### src/rtl/regfile_write_arbiter.sv
// Write-port arbiter for the register file: picks between ALU and load
// writeback, registers the winning write for one cycle on RW/Dest/Data,
// and tracks which registers still await writeback.
module regfile_write_arbiter #(
  parameter int unsigned DATA_W       = 20,
  parameter int unsigned ADDR_W       = 4,
  parameter int unsigned NUM_REGS     = 8,
  parameter int unsigned STARVE_LIMIT = 3
) (
  input  logic                clk,
  input  logic                Reset,
  input  logic                alu_valid,
  input  logic [ADDR_W-1:0]   alu_dest,
  input  logic [DATA_W-1:0]   alu_data,
  output logic                alu_ready,
  input  logic                mem_valid,
  input  logic [ADDR_W-1:0]   mem_dest,
  input  logic [DATA_W-1:0]   mem_data,
  output logic                mem_ready,
  input  logic                rsv_valid,
  input  logic [ADDR_W-1:0]   rsv_dest,
  output logic [NUM_REGS-1:0] pending,
  output logic                RW,
  output logic [ADDR_W-1:0]   Dest,
  output logic [DATA_W-1:0]   Data,
  output logic                err_bad_dest
);

  localparam int unsigned CNT_W = (STARVE_LIMIT < 1) ? 1 : $clog2(STARVE_LIMIT + 1);
  localparam logic [CNT_W-1:0]  STARVE_MAX = CNT_W'(STARVE_LIMIT);
  // One extra bit so NUM_REGS == 2**ADDR_W still compares correctly.
  localparam logic [ADDR_W:0]   REG_BOUND  = (ADDR_W + 1)'(NUM_REGS);

  logic [CNT_W-1:0]    r_starve;
  logic                r_rw;
  logic [ADDR_W-1:0]   r_dest;
  logic [DATA_W-1:0]   r_data;
  logic [NUM_REGS-1:0] r_pending;
  logic                r_err;

  logic                w_starved;
  logic                w_alu_win;
  logic                w_mem_win;
  logic                w_xfer;
  logic [ADDR_W-1:0]   w_wr_dest;
  logic [DATA_W-1:0]   w_wr_data;
  logic                w_dest_ok;
  logic                w_wr_en;
  logic                w_rsv_ok;
  logic [NUM_REGS-1:0] w_pending_nxt;

  // Arbitration: mem has priority unless the ALU has been starved long enough.
  always_comb begin
    w_starved = (r_starve == STARVE_MAX);
    w_alu_win = alu_valid && (!mem_valid || w_starved);
    w_mem_win = mem_valid && !w_alu_win;
    w_xfer    = w_alu_win || w_mem_win;
    w_wr_dest = w_alu_win ? alu_dest : mem_dest;
    w_wr_data = w_alu_win ? alu_data : mem_data;
    w_dest_ok = ({1'b0, w_wr_dest} < REG_BOUND);
    w_wr_en   = w_xfer && w_dest_ok;
    w_rsv_ok  = rsv_valid && ({1'b0, rsv_dest} < REG_BOUND);
    alu_ready = Reset && w_alu_win;
    mem_ready = Reset && w_mem_win;
  end

  // Scoreboard next state: clear on registered write, then set on reservation
  // so a same-edge reservation of the written register wins.
  always_comb begin
    w_pending_nxt = r_pending;
    for (int unsigned i = 0; i < NUM_REGS; i++) begin
      if (w_wr_en && (w_wr_dest == ADDR_W'(i))) begin
        w_pending_nxt[i] = 1'b0;
      end
      if (w_rsv_ok && (rsv_dest == ADDR_W'(i))) begin
        w_pending_nxt[i] = 1'b1;
      end
    end
  end

  // Starvation counter: counts cycles the ALU waits behind mem.
  always_ff @(posedge clk or negedge Reset) begin
    if (!Reset) begin
      r_starve <= '0;
    end else if (alu_valid && w_mem_win) begin
      if (!w_starved) begin
        r_starve <= r_starve + CNT_W'(1);
      end
    end else begin
      r_starve <= '0;
    end
  end

  // Write stage: one registered write per accepted transfer to a valid register.
  always_ff @(posedge clk or negedge Reset) begin
    if (!Reset) begin
      r_rw   <= 1'b0;
      r_dest <= '0;
      r_data <= '0;
      r_err  <= 1'b0;
    end else begin
      r_rw <= w_wr_en;
      if (w_wr_en) begin
        r_dest <= w_wr_dest;
        r_data <= w_wr_data;
      end
      if (w_xfer && !w_dest_ok) begin
        r_err <= 1'b1;
      end
    end
  end

  // Pending scoreboard register.
  always_ff @(posedge clk or negedge Reset) begin
    if (!Reset) begin
      r_pending <= '0;
    end else begin
      r_pending <= w_pending_nxt;
    end
  end

  assign RW           = r_rw;
  assign Dest         = r_dest;
  assign Data         = r_data;
  assign pending      = r_pending;
  assign err_bad_dest = r_err;

endmodule

### config.mk
export PLATFORM = sky130hd
export DESIGN_NAME = regfile_write_arbiter
export DESIGN_NICKNAME = d
export VERILOG_FILES = /design/src/rtl/regfile_write_arbiter.sv
export SDC_FILE = /design/constraint.sdc
export NUM_CORES = 1
export LEC_CHECK = 0
export ABC_CLOCK_PERIOD_IN_PS = 4600
export CAP_MARGIN = 20
export CORE_ASPECT_RATIO = 0.6
export CORE_MARGIN = 1
export CORE_UTILIZATION = 40
export DETAILED_ROUTE_END_ITERATION = 7
export PLACE_DENSITY = 0.91
export RECOVER_POWER = 50
export SLEW_MARGIN = 20
export SYNTH_ARGS = -nofsm -noshare
export SYNTH_HDL_FRONTEND = slang
export SYNTH_SLANG_ARGS = --single-unit
### constraint.sdc
create_clock -name clk -period 4.6 [get_ports clk]
set_input_delay 0.92 -clock clk [delete_from_list [all_inputs] [get_ports clk]]
set_output_delay 0.92 -clock clk [all_outputs]
set_load 0.01 [all_outputs]
==> results.txt <==
Run status: finished with violations
Failing checks: max-capacitance violations, max-slew violations
Seq/Total Area, Yosys: 0.4826
R2r setup slk: 2.44 ns
Number of setup buffers added after CTS: 0
RSZ-0062 raised after global routing: no
Setup WS pre-CTS: 1.209 ns
Worst Clk Skew: 0.004110 ns
Die width: 90.20 µm
Initial drt markers: 66
Post-synth EDFFs: 0
Final-stage net count: 356
Via/cell ratio: 5.263
Syn Nets: 268
Synth Area in Compound Gates: 0.1924
Reg2reg end: pending[1]
Post-DR wirelength/cell: 14.61 µm
Root Buffer: clkbuf_8
WP data arrival: 2.57 ns
Worst skew pair latency: 0.27 ns
Max-Cap Viols: 1
IO Count: 93
Worst hold start: r_starve[0]
Main combinational cell family by area after synthesis: simple AND/OR/NAND/NOR gates
CP endpoint kind: output port
Count of clock tree sinks: 36
Netlist cell types: 35
Fin worst setup slack: 1.107 ns
First-pass GRT wire length: 8.376 mm
Fill cells: 371
Die area: 4953 µm²
Die height: 54.92 µm
Seq cells post-synth: 36
Drt drc: 0
CP Max Fanout: 14
Pin count of the biggest net entering global routing: 42
Post-Syn Instances: 210
Final setup fails: 0
Routed vias: 1884
Ys async rst share: 1.000
Max clock buf depth: 2
N_diodes: 0
Gr usage total: 0.2240
Initial antenna violation count: 0
TritonCTS clock tree: built
Fin. max-slew vios: 37
Total Wirelength: 5.231 mm
Synth Area in Adders: 0.006702
Cell Area, Synth: 1867 µm²
Cts hold-fix bufs: 0
Max Fclk: 286.3 MHz
Post-CTS Resized: 0
Post-synth top flop: dfrtp_1
Kind of critical path: in -> out
Post-layout util: 0.6722
Yosys top cell area share: 0.4826
Peak VDD IR: 0.1784 mV
Synth-to-Final Area Change: 54.09%
Area leader, netlist: dfrtp_1
Setup tns final: 0 ns
Worst hold stages: 1
Synth Area in Simple Gates: 0.2279
Max_slew headroom: -0.2444
H-tree depth: 2
Vias in the first global route: 1640
Row cnt: 18
Clock transition at the registers of the reported paths: 0.07 ns
Initial core utilization: 0.4363
Minimum clock period: 3.493 ns
HPWL after detailed placement: 3.880 mm
Routed Antenna Nets: 0
Post-Synth XOR/XNOR Area: 0
Count leader, synth: nand2_1
Routability cong.: 0.9563
Worst r2r path cells: 5
Worst Hold Margin: 0.4588 ns
Reg2reg start: r_starve[0]
Proportion of layout cells with a drive suffix above 1: 0.05705
Yosys warning count: 0
Hold endpoint: r_starve[0]
Worst Tran Pin Value: 1.867 ns
HP Class: reg -> reg
Mux share of post-synthesis cell area: 0.02145
CTS buffer count: 5
Fin. Hold Viols: 0
Synth area leaders: dfrtp_1, nand2_1, a31oi_1
Mean Syn Cell Area: 8.889 µm²
Startpoint Class: input port
Final worst-path cycle share: 0.7593
Cell area power density: 296.0 nW/µm²
DR pass1 iterations: 4
GR Overflow Total: 0
Core Area: 4279 µm²
Leakage: 1.187 nW
Top cells by instance count after synthesis: nand2_1, dfrtp_1, nor2_1, a31oi_1, inv_1
I/O Buffers: 92
Required @ worst endpoint: 3.68 ns
[cells in the final DEF, fill, tap and decap left out, types with 5 or more instances in the layout]
cell type	instances
o21ai_0	7
a31oi_1	22
nor2_1	23
clkdlybuf4s50_1	74
a21oi_1	5
clkbuf_8	7
nand2_1	51
dlygate4sd3_1	17
dfrtp_1	36
inv_1	8
[report_power, final]
part,switching [W],internal (W)
registers,0.0000199,0.000354
logic,0.000107,0.000132
clock network,0.000105,0.000133
total,0.000232,0.000620
[logic make-up (layout without fill, tap and decap cells)]
family | count (synthesis) | after routing
fa+ha+maj | 1 | 1
flops | 36 | 36
simple gates | 96 | 96
mux | 4 | 4
compound gates | 50 | 50
buf+inv | 23 | 111
[area by class of cell]
type	count	area, µm²	share of cell area
timing repair buffer	95	933.4	0.3245
sequential	36	900.9	0.3132
multi-input combinational	151	837.1	0.2910
clock buffer	7	96.34	0.03349
tap	60	75.07	0.02610
inverter	9	33.78	0.01174
[state kept, by name, summed over array words and instances (netlist names)]
name / count
pending: 8
Dest: 4
err_bad_dest: 1
r_starve: 2
RW: 1
Data: 20
[stage by stage]
step	power [W]	instances	area, µm²
after global routing	0.0009024	358	2877
after CTS	0.0008693	358	2882
after floorplan	0.0004812	210	1867
after detailed placement	0.0006307	351	2785
after global placement	0.0006232	351	2785
final	0.0008513	358	2877
[critical path, stage by stage]
cell and delay (ns):
dlygate4sd3_1 0.88, and3_1 0.25, clkdlybuf4s50_1 0.53
[per-layer routing]
| layer | wire length, µm | vias to the layer above | GRT usage |
|---|---|---|---|
| met5 | 0 | - | 0 |
| met2 | 2275 | 85 | 0.3486 |
| li1 | - | 912 | - |
| met4 | 29 | 0 | 0.04839 |
| met1 | 2387 | 883 | 0.2946 |
| met3 | 538 | 4 | 0.09699 |
[worst max path at each step]
| stage | startpoint | end | slack, ns |
|---|---|---|---|
| after floorplan | mem_valid | mem_ready | 2.04 |
| after global placement | alu_valid | alu_ready | 1.21 |
| after detailed placement | alu_valid | alu_ready | 1.21 |
| after CTS | alu_valid | alu_ready | 1.19 |
| after global routing | alu_valid | alu_ready | 1.03 |
| final | alu_valid | alu_ready | 1.11 |
Power figures use the tool's default switching activity.
